File: src/rtl/eth_rx_burst_writer.sv
// eth_rx_burst_writer: MII receive parser that packs frame payload into big-endian words and writes them to incrementing addresses in bursts
module eth_rx_burst_writer #(
  parameter int DATA_WIDTH = 32,
  parameter int ADDR_WIDTH = 24,
  parameter int WORDS_PER_PKT = 256,
  parameter int PKTS_PER_BURST = 1024,
  parameter logic [15:0] TYPE_MATCH = 16'h88B5
) (
  input  logic                  clock,
  input  logic                  reset,
  input  logic                  Start_I,
  input  logic [ADDR_WIDTH-1:0] Base_I,
  input  logic [3:0]            RX_DATA_I,
  input  logic                  RX_DV_I,
  input  logic                  RX_ER_I,
  output logic [ADDR_WIDTH-1:0] Address_O,
  output logic [DATA_WIDTH-1:0] RX_data_O,
  output logic                  RX_write_en_O,
  output logic [47:0]           Src_MAC_O,
  output logic [15:0]           Type_O,
  output logic                  Type_valid_O,
  output logic                  Active_rx_O,
  output logic                  Busy_O,
  output logic                  Burst_done_O,
  output logic                  Error_O
);
  localparam int NPW = DATA_WIDTH / 4;
  localparam int NW = $clog2(NPW);
  localparam int WW = WORDS_PER_PKT > 1 ? $clog2(WORDS_PER_PKT) : 1;
  localparam int PW = $clog2(PKTS_PER_BURST + 1);
  localparam logic [NW-1:0] NIB_LAST = NW'(NPW - 1);
  localparam logic [WW-1:0] WORD_LAST = WW'(WORDS_PER_PKT - 1);
  localparam logic [PW-1:0] PKT_LAST = PW'(PKTS_PER_BURST - 1);

  typedef enum logic [2:0] {IDLE, PREAMBLE, HEADER, PAYLOAD, TRAIL, DROP} state_t;

  state_t                  state;
  logic [4:0]              hcnt;
  logic [NW-1:0]           ncnt;
  logic [WW-1:0]           wcnt;
  logic [PW-1:0]           pcnt;
  logic [3:0]              lo;
  logic [47:0]             src;
  logic [7:0]              type_hi;
  logic [DATA_WIDTH-1:0]   word;
  logic [ADDR_WIDTH-1:0]   frame_base;
  logic                    last_pending;
  logic [7:0]              byte_in;
  logic [DATA_WIDTH-1:0]   word_next;
  logic                    abort;

  assign byte_in = {RX_DATA_I, lo};
  assign word_next = (word << 8) | DATA_WIDTH'(byte_in);
  assign abort = !RX_DV_I || RX_ER_I;
  assign Active_rx_O = state != IDLE;

  // Frame parser, word packer, write strobe, address and burst bookkeeping
  always_ff @(posedge clock or posedge reset) begin
    if (reset) begin
      state         <= IDLE;
      hcnt          <= '0;
      ncnt          <= '0;
      wcnt          <= '0;
      pcnt          <= '0;
      lo            <= '0;
      src           <= '0;
      type_hi       <= '0;
      word          <= '0;
      frame_base    <= '0;
      last_pending  <= 1'b0;
      Address_O     <= '0;
      RX_data_O     <= '0;
      RX_write_en_O <= 1'b0;
      Src_MAC_O     <= '0;
      Type_O        <= '0;
      Type_valid_O  <= 1'b0;
      Busy_O        <= 1'b0;
      Burst_done_O  <= 1'b0;
      Error_O       <= 1'b0;
    end else begin
      RX_write_en_O <= 1'b0;
      Burst_done_O  <= 1'b0;
      Error_O       <= 1'b0;
      last_pending  <= 1'b0;
      if (RX_write_en_O) Address_O <= Address_O + 1'b1;
      if (last_pending) begin
        pcnt <= pcnt + 1'b1;
        if (pcnt == PKT_LAST) begin
          Burst_done_O <= 1'b1;
          Busy_O       <= 1'b0;
        end
      end
      if (Start_I) begin
        Busy_O       <= 1'b1;
        Burst_done_O <= 1'b0;
        Address_O    <= Base_I;
        pcnt         <= '0;
        state        <= (state == IDLE) ? IDLE : DROP;
      end else begin
        case (state)
          IDLE: begin
            Type_valid_O <= 1'b0;
            if (RX_DV_I) state <= Busy_O ? PREAMBLE : DROP;
          end
          PREAMBLE: begin
            if (abort) begin
              Error_O <= 1'b1;
              state   <= RX_DV_I ? DROP : IDLE;
            end else if (RX_DATA_I == 4'hD) begin
              state <= HEADER;
              hcnt  <= '0;
            end
          end
          HEADER: begin
            if (abort) begin
              Error_O <= 1'b1;
              state   <= RX_DV_I ? DROP : IDLE;
            end else begin
              hcnt <= hcnt + 1'b1;
              lo   <= RX_DATA_I;
              if (hcnt[0] && hcnt >= 5'd13 && hcnt <= 5'd23) src <= {src[39:0], byte_in};
              if (hcnt == 5'd25) type_hi <= byte_in;
              if (hcnt == 5'd27) begin
                Type_O       <= {type_hi, byte_in};
                Type_valid_O <= 1'b1;
                state        <= ({type_hi, byte_in} == TYPE_MATCH) ? PAYLOAD : DROP;
                ncnt         <= '0;
                wcnt         <= '0;
                frame_base   <= Address_O;
              end
            end
          end
          PAYLOAD: begin
            if (abort) begin
              Error_O   <= 1'b1;
              Address_O <= frame_base;
              state     <= RX_DV_I ? DROP : IDLE;
            end else begin
              lo   <= RX_DATA_I;
              ncnt <= ncnt + 1'b1;
              if (ncnt[0]) word <= word_next;
              if (ncnt == NIB_LAST) begin
                ncnt          <= '0;
                RX_data_O     <= word_next;
                RX_write_en_O <= 1'b1;
                wcnt          <= wcnt + 1'b1;
                if (wcnt == WORD_LAST) begin
                  last_pending <= 1'b1;
                  Src_MAC_O    <= src;
                  state        <= TRAIL;
                end
              end
            end
          end
          TRAIL, DROP: if (!RX_DV_I) state <= IDLE;
          default: state <= IDLE;
        endcase
      end
    end
  end
endmodule

File: config.mk
export PLATFORM = sky130hd
export DESIGN_NAME = eth_rx_burst_writer
export DESIGN_NICKNAME = d
export VERILOG_FILES = /design/src/rtl/eth_rx_burst_writer.sv
export SDC_FILE = /design/constraint.sdc
export NUM_CORES = 1
export LEC_CHECK = 0
export BUFFER_PORTS_ARGS = -buffer_cell sky130_fd_sc_hd__buf_4
export CAP_MARGIN = 20
export CORE_ASPECT_RATIO = 1.75
export CORE_MARGIN = 1
export CORE_UTILIZATION = 50
export DETAILED_ROUTE_END_ITERATION = 6
export PLACE_DENSITY = 0.71
export SYNTH_ARGS = -nofsm -noshare
export SYNTH_HDL_FRONTEND = slang
export SYNTH_SLANG_ARGS = --single-unit
File: constraint.sdc
create_clock -name clock -period 28.3 [get_ports clock]
set_clock_uncertainty 0.05 [all_clocks]
set_input_delay 5.66 -clock clock [delete_from_list [all_inputs] [get_ports clock]]
set_output_delay 5.66 -clock clock [all_outputs]
set_load 0.02 [all_outputs]
==> results.md <==
- Outcome: finished clean
- Cts repair resizes: 0
- Max Root-Sink Buffers: 3
- Total global routing overflow: 0
- Global-route usage over all layers: 20.83%
- Startpoint types: primary input
- Top-Level Pins: ~160
- Worst skew pair latency: 0.53 ns
- Mapped Avg Cell Area: 11.84 um^2
- Endpoints failing setup: 0
- Number of DRC markers in iteration 0: between 300 and 400
- Commonest non-fill, non-tap cell in the layout: dfrtp_1
- PwrDens: 62.13 mW/mm^2
- Die area: 0.02298 mm^2
- Nets: 1129
- Max Clk Rate: 0.1308 GHz
- HPWL Detailed: ~15 mm
- Area grow syn2layout: 21.30%
- Die height: 199.8 um
- DRC: 0
- Post CTS Setup Buffer Count: 0
- Hold WC Path Type: reg -> reg
- Slew margin rel.: 35.79%
- Reg clk slew, reported paths: 0.07 ns
- Critical path arrival: roughly 8.0 ns
- Synth Register Bits: around 260
- WP data required: 28.65 ns
- TritonCTS Buffers: 24
- R2R setup slack: 25.68 ns
- H-tree Lvls: 1
- Leak Pwr: 0.006991 uW
- EDFF count, synth: 0
- # clock sinks: between 200 and 300
- Share of cells above drive strength 1: 34.69%
- Seq/Total Area, Yosys: 59.12%
- I/O Buffers: 158
- Synthesis Warnings: 0
- Core area: 0.02198 mm^2
- Vias in the first global route: 7586
- CTS tree: done
- First-pass GRT wire length: 37.85 mm
- Most frequent cells in the layout: dfrtp_1, nand2_1, buf_4
- Unique masters post-synth: 54
- Crit path max fanout: 72
- Peak supply drop: 0.00005698 V
- Routed vias: 7509
- Drt wl/cell: 16.63 um
- Placer Congestion: 0.8142
- Post-synthesis cell count: 944
- Final ANT Viol Nets: 0
- Die W: 115.0 um
- Endpoints failing hold: 0
- Min Hold Slack: 0.4167 ns
- CP Capture Type: flop
- Largest net degree at the start of global routing: 113
- Unrepaired setup endpoints after global routing: no
- Post-route minimum period: 7.644 ns
- Critical path type: in -> reg
- Final Cycle Share: 27.01%
- Initial Utilization: between 50% and 60%
- Total Power: 842.1 uW
- Fraction of registers with async set/reset: 100.0%
- Post-route core utilization: between 60% and 70%
- Worst-Margin Slew: 0.9543 ns
- Total routed wirelength: approximately 23 mm
- Post-Syn Area: 0.01117 mm^2
- Vias per cell: 5.352
- # rows: 72
- Max cap viols: 0
- Inserted Diodes: 0
- Clk root buf: clkbuf_16
- Post-synth top flop: dfrtp_1
- 1st-pass router iterations: 4
- Post-Syn Nets: slightly below 1000
- Hold buffer count at CTS: 0
- Initial antenna violation count: 0
- Final setup TNS: 0 ns
- Slew Limit Fails: 0
where the power goes:
part           leakage, uW  internal, uW  switching [uW]
logic              0.00290          21.8            31.4
clock network     0.000472           246             142
registers          0.00362           385            15.9
cell families (layout without fill, tap and decap cells):
group           count (synthesis)  after routing  synth area share [%]
xor+xnor                       37             37                 2.900
fa+ha+maj                       7              7                0.7838
compound gates                 69             69                 4.087
flops                         264            264                 59.12
simple gates                  341            341                 13.86
buf+inv                        63            226                 2.878
mux                           163            163                 16.37
metal layers:
metal | global-route usage [%] | up-vias | routed length, um
met1 | 24.15 | 3802 | 8942
met2 | 38.60 | 128 | 12830
li1 | - | 3525 | -
met5 | 0 | - | 0
met3 | 2.778 | 54 | 733
met4 | 7.985 | 0 | 825
cells in the mapped netlist, types with 2 or more instances:
cell	number	share of area [%]
nor2_1	37	1.2
xnor2_1	13	1.0
nand4b_1	3	0.24
ha_1	7	0.78
nand4_2	2	0.22
nor4b_1	2	0.16
nor2b_1	3	0.17
nand2_2	2	0.11
nor4_1	3	0.17
mux2_2	158	16
buf_6	7	0.71
xor2_1	24	1.9
o221ai_1	11	0.86
dfrtp_1	264	59
and3_1	10	0.56
nor3_1	10	0.45
o21ai_0	27	1.2
nand2b_1	4	0.22
a21oi_1	13	0.58
o22ai_1	2	0.11
nand3_1	16	0.72
inv_1	17	0.57
buf_4	3	0.20
mux2i_1	5	0.45
or3_1	5	0.28
nand4_1	15	0.84
buf_2	17	0.76
nand2_1	216	7.3
nand3b_1	2	0.13
clkbuf_1	18	0.60
a221oi_1	5	0.39
per-stage QoR:
stage	setup slack [ns]	cells	area [um^2]
after CTS	20.51	1399	13470
after global routing	20.52	1403	13550
after global placement	20.02	1355	12510
after detailed placement	19.98	1355	12510
after floorplan	15.32	944	11170
final	20.66	1403	13550
final timing paths:
check	startpoint	depth (start not counted)	end
worst min register to register	Src_MAC_O[46]	2	Src_MAC_O[46]
max in group asynchronous	reset	3	RX_data_O[9]
min in group asynchronous	reset	2	Src_MAC_O[24]
worst max-delay path	Start_I	6	src[24]
worst max register to register	state[2]	5	src[24]
worst min-delay path	Src_MAC_O[46]	2	Src_MAC_O[46]
worst max-delay path: stages:
cell and delay, ns:
buf_4 0.32, nor4b_4 0.52, and2_4 0.25, and3_2 0.60, buf_16 0.25, mux2_2 0.35
final cells by class:
cell class	instances	area, um^2
Clock buffer	28	645.6
Sequential cell	264	6606
Timing Repair Buffer	165	1289
Inverter	17	71.32
Tap cell	296	370.4
Multi-Input combinational cell	617	4253
Clock inverter	16	319.1
Fill cell	1846	8427
sequential cells by signal (all words and copies together) (netlist names):
register	count
src	48
wcnt	8
Address_O	24
last_pending	1
state	3
hcnt	5
frame_base	24
Burst_done_O	1
Type_O	16
Error_O	1
RX_data_O	32
Type_valid_O	1
RX_write_en_O	1
lo	4
type_hi	8
ncnt	3
Busy_O	1
pcnt	11
Src_MAC_O	48
word	24
(Power assumes the default switching activity.)
